`src/rtl/sync_updown_mod_counter.sv`:
```
// Synchronous up/down counter with programmable modulus, clamped parallel load,
// wrap or saturate at the bounds, combinational terminal count and sticky overflow.
module sync_updown_mod_counter #(
    parameter int WIDTH    = 4,
    parameter int MODULUS  = 16,
    parameter int SATURATE = 0
) (
    input  logic             CLK,
    input  logic             CLR,
    input  logic             E,
    input  logic             UP,
    input  logic             LD,
    input  logic [WIDTH-1:0] D,
    output logic [WIDTH-1:0] Q,
    output logic             TC,
    output logic             WRAP,
    output logic             OVF
);

    if (WIDTH < 2 || WIDTH > 16) begin : g_bad_width
        $error("sync_updown_mod_counter: WIDTH must be in 2..16");
    end
    if (MODULUS < 2 || MODULUS > (1 << WIDTH)) begin : g_bad_modulus
        $error("sync_updown_mod_counter: MODULUS must be in 2..2**WIDTH");
    end
    if (SATURATE != 0 && SATURATE != 1) begin : g_bad_saturate
        $error("sync_updown_mod_counter: SATURATE must be 0 or 1");
    end

    localparam logic [WIDTH-1:0] MAX_VAL = WIDTH'(MODULUS - 1);

    logic [WIDTH-1:0] count_q, count_d;
    logic             wrap_q, wrap_d;
    logic             ovf_q, ovf_d;
    logic             at_top, at_bottom, at_bound;

    assign at_top    = (count_q == MAX_VAL);
    assign at_bottom = (count_q == '0);
    assign at_bound  = UP ? at_top : at_bottom;

    always_comb begin
        count_d = count_q;
        wrap_d  = 1'b0;
        ovf_d   = ovf_q;
        if (CLR) begin
            count_d = '0;
            ovf_d   = 1'b0;
        end else if (LD) begin
            count_d = (D > MAX_VAL) ? MAX_VAL : D;
            ovf_d   = 1'b0;
        end else if (E) begin
            if (at_bound) begin
                // Saturate mode flags the overflow but leaves the count parked.
                ovf_d = 1'b1;
                if (SATURATE == 0) begin
                    count_d = UP ? '0 : MAX_VAL;
                    wrap_d  = 1'b1;
                end
            end else if (UP) begin
                count_d = count_q + 1'b1;
            end else begin
                count_d = count_q - 1'b1;
            end
        end
    end

    always_ff @(posedge CLK) begin
        count_q <= count_d;
        wrap_q  <= wrap_d;
        ovf_q   <= ovf_d;
    end

    // Kept combinational so a following stage can use it as its enable.
    assign TC   = E & ~LD & ~CLR & at_bound;
    assign Q    = count_q;
    assign WRAP = wrap_q;
    assign OVF  = ovf_q;

endmodule

```
`config.mk`:
```
export PLATFORM = sky130hd
export DESIGN_NAME = sync_updown_mod_counter
export DESIGN_NICKNAME = d
export VERILOG_FILES = /design/src/rtl/sync_updown_mod_counter.sv
export SDC_FILE = /design/constraint.sdc
export NUM_CORES = 1
export LEC_CHECK = 0
export BUFFER_PORTS_ARGS = -buffer_cell sky130_fd_sc_hd__buf_4
export CELL_PAD_IN_SITES_DETAIL_PLACEMENT = 1
export CELL_PAD_IN_SITES_GLOBAL_PLACEMENT = 2
export CORE_MARGIN = 2
export CORE_UTILIZATION = 23
export DETAILED_ROUTE_END_ITERATION = 16
export PLACE_DENSITY = 0.69
export SLEW_MARGIN = 25
export SYNTH_ARGS = -nofsm -noshare
export SYNTH_HDL_FRONTEND = slang
export SYNTH_SLANG_ARGS = --single-unit
```
`constraint.sdc`:
```
create_clock -name CLK -period 1.98 [get_ports CLK]
set_clock_uncertainty 0.05 [all_clocks]
set_input_delay 0.198 -clock CLK [delete_from_list [all_inputs] [get_ports CLK]]
set_output_delay 0.198 -clock CLK [all_outputs]
set_load 0.05 [all_outputs]
```
==> results.cfg <==
[logic_synthesis]
synthTopCellsByArea = dfxtp_1 (31%), nor2_1 (6.8%), xnor2_1 (6.8%)
ys_ff_latch = 6
synth_commonest_cells = nor2_1 (7), dfxtp_1 (6), a21oi_1 (4)
synth_flop_cell = dfxtp_1
post_synth.cell_area_avg_um2 = 8.38
yosysWarnings = 0
yosysMostFrequentCell = nor2_1
synth_top_cell_by_area = dfxtp_1
seq_area_frac_synth_pct = 31.2
netlist_area_um2 = 385
synth_nets = 58
synth_edf_count = 0
yosysUniqueCellTypes = 22
syn-instance-count = 46
async_reset_ff_share_pct = 0
synth_top_area_share_pct = 31.2

[power]
seqPwrFrac_pct = 35.4
vdd_drop_max_uv = 297
leakagePower_nw = 0.279
pwr-share-clk_pct = 28.8
p_sw_share_pct = 36.5
pwr-share-comb_pct = 35.8
finalPower_mw = 0.418
p_switching_mw = 0.153
power_density_nw_per_um2 = 713
p_int_mw = 0.265

[global_route]
antenna_found_initial = 0
grt_max_degree = 13
grt_pass1_vias = 396
gr-total-overflow = 0
grt_first_pass_wirelength_mm = 1.75
grtUsageTotal_pct = 12.2

[drt]
vias = 396
wl_per_cell_um = 12.4
routed.top_layer = met3
via_per_inst = 4.83
drt_wl_total_mm = 1.02
dr.pass1.iters = 3
drcViolationCount = 0
dr.first_iter.drc_count = 5
wl_met2_um = 468
wl_met3_um = 79
ant_nets = 0
drt-met1-wl_um = 469

[critical_path]
cpPeakStageDelay_ps = 540
start_kind = flip-flop
cpMaxStageDelayCell = or4_4
endpoint_kind = primary output
path_delay_family = simple AND/OR/NAND/NOR gates
cp_data_required_time_ps = 1730
cp.arrival_ps = 1640
path_buf_inv = 1
path_cells = or4_4 > nor2_4 > o21ai_2 > nor3_4 > buf_6
critical_path_class = flip-flop to primary output
worstPathMaxFanout = 7
r2r_slack_ps = 420

[timing]
hold_violations = 0
finalSetupViolations = 0
rsz0062_at_grt = no
final_max_slew_viol_count = 0
fin_ws_ps = 94.2
tns_ps = 0
timing.fmax_mhz = 530
slew_headroom_pct = 71.0
period_share_pct = 95.2
worstMarginPinSlew_ps = 435
fin_crit_ps = 1890

[clock_network]
clk_path_buf_depth = 2
root_buffer = clkbuf_4
h-tree-depth = 1
numCtsBuffers = 3
cts_tree = yes
clk_latency_ps = 250
cts.sinks = 6
clk_pin_slew_worst_paths_ps = 50

[outcome]
status = completed

[final_layout]
nets = 80
area_growth_pct = 52.3
layout-drive-gt1-share_pct = 42.4
final_area_um2 = 587
num_antenna_cells = 0

[die]
coreArea_um2 = 1540
ios = 16
initial_utilization_pct = 25.0
rows = 14
dieArea_um2 = 2020
die_h_um = 44.9
die_w_um = 44.9

[placed_design]
place_area_um2 = 534
gp_congestion = 0.698
dpl.hpwl_um = 786
io_buffers = 15
pre_cts_slack_ps = 232

[run]
cap_viol_max_count = 0

[hold_path]
hold_class = primary input to flip-flop
[power by group through the flow]
stage                     combinational (mW)  sequential [mW]  clock [mW]
after global placement                 0.143            0.150           0
after floorplan                       0.0608            0.182           0
final                                  0.150            0.148       0.120
after CTS                              0.151            0.148       0.124
after global routing                   0.164            0.152       0.135
after detailed placement               0.143            0.150           0
[registers in the layout, indices dropped and copies added (netlist names)]
register	count
WRAP	1
OVF	1
Q	4
[cells in the final DEF (no fill, tap or decap), drive strengths merged]
| master | n |
|---|---|
| buf | 18 |
| nor2 | 8 |
| dfxtp | 6 |
| a21oi | 4 |
| inv | 3 |
| xnor2 | 3 |
| clkbuf | 3 |
| nor3 | 3 |
| a211oi | 3 |
| and3 | 2 |
| nand2 | 2 |
| ha | 2 |
| or4 | 1 |
| o21ai | 1 |
| nor3b | 1 |
| nand3 | 1 |
| xor2 | 1 |
| a211o | 1 |
| a21o | 1 |
| o2bb2ai | 1 |
| fa | 1 |
[worst paths after layout]
path                          start                 to  cells after the start
setup reg to reg  Q[0]$_SDFFE_PP0P_   OVF$_SDFFE_PP0P_                      5
hold / removal                  CLR  Q[0]$_SDFFE_PP0P_                      2
setup / recovery  Q[0]$_SDFFE_PP0P_                 TC                      5
hold reg to reg    OVF$_SDFFE_PP0P_   OVF$_SDFFE_PP0P_                      2
[layout make-up]
class | count | area (um2)
Tap cell | 16 | 20.0
Inverter | 3 | 11.3
Multi-Input combinational cell | 36 | 269
Sequential cell | 6 | 125
Timing Repair Buffer | 18 | 139
Fill cell | 190 | 955
Clock buffer | 3 | 22.5
[what timing repair did]
| item | 4_1_cts | 5_1_grt |
|---|---|---|
| hold buffers | 0 | 0 |
| pin swaps | 2 | 2 |
| cloned | 0 | 0 |
| setup buffers | 2 | 0 |
| setup endpoints to repair | 1 | 1 |
| resized for setup | 3 | 1 |
[per-layer routing]
metal | up-vias | global-route usage [%]
li1 | 204 | -
met1 | 181 | 16.3
met2 | 11 | 16.6
met3 | 0 | 4.40
met4 | 0 | 7.06
met5 | - | 0
[logic make-up (layout without fill, tap and decap cells)]
| family | Yosys count | in the layout | synth area share (%) |
|---|---|---|---|
| buffers and inverters | 4 | 24 | 4.22 |
| DFF | 6 | 6 | 31.2 |
| AOI/OAI and AO/OA | 11 | 11 | 21.1 |
| adders and majority gates | 3 | 3 | 11.7 |
| xor gates and xnor gates | 4 | 4 | 9.09 |
| and+or+nand+nor | 18 | 18 | 22.7 |
[through the flow]
stage	cells	util, %	hold WS [ps]
floorplan	46	-	213
global placement	77	34.7	407
detailed placement	77	34.7	387
CTS	82	37.7	138
global route	82	38.1	134
finish	82	38.1	145
[worst reg2reg max path: cells and delay by family, from the launching register on]
kind	cells	cell delay, ps
AO/OA/AOI/OAI	2	280
AND/OR/NAND/NOR	2	650
buffers and inverters	1	140
flip-flops	1	370
Note: power is estimated with default switching activity, not from simulation.
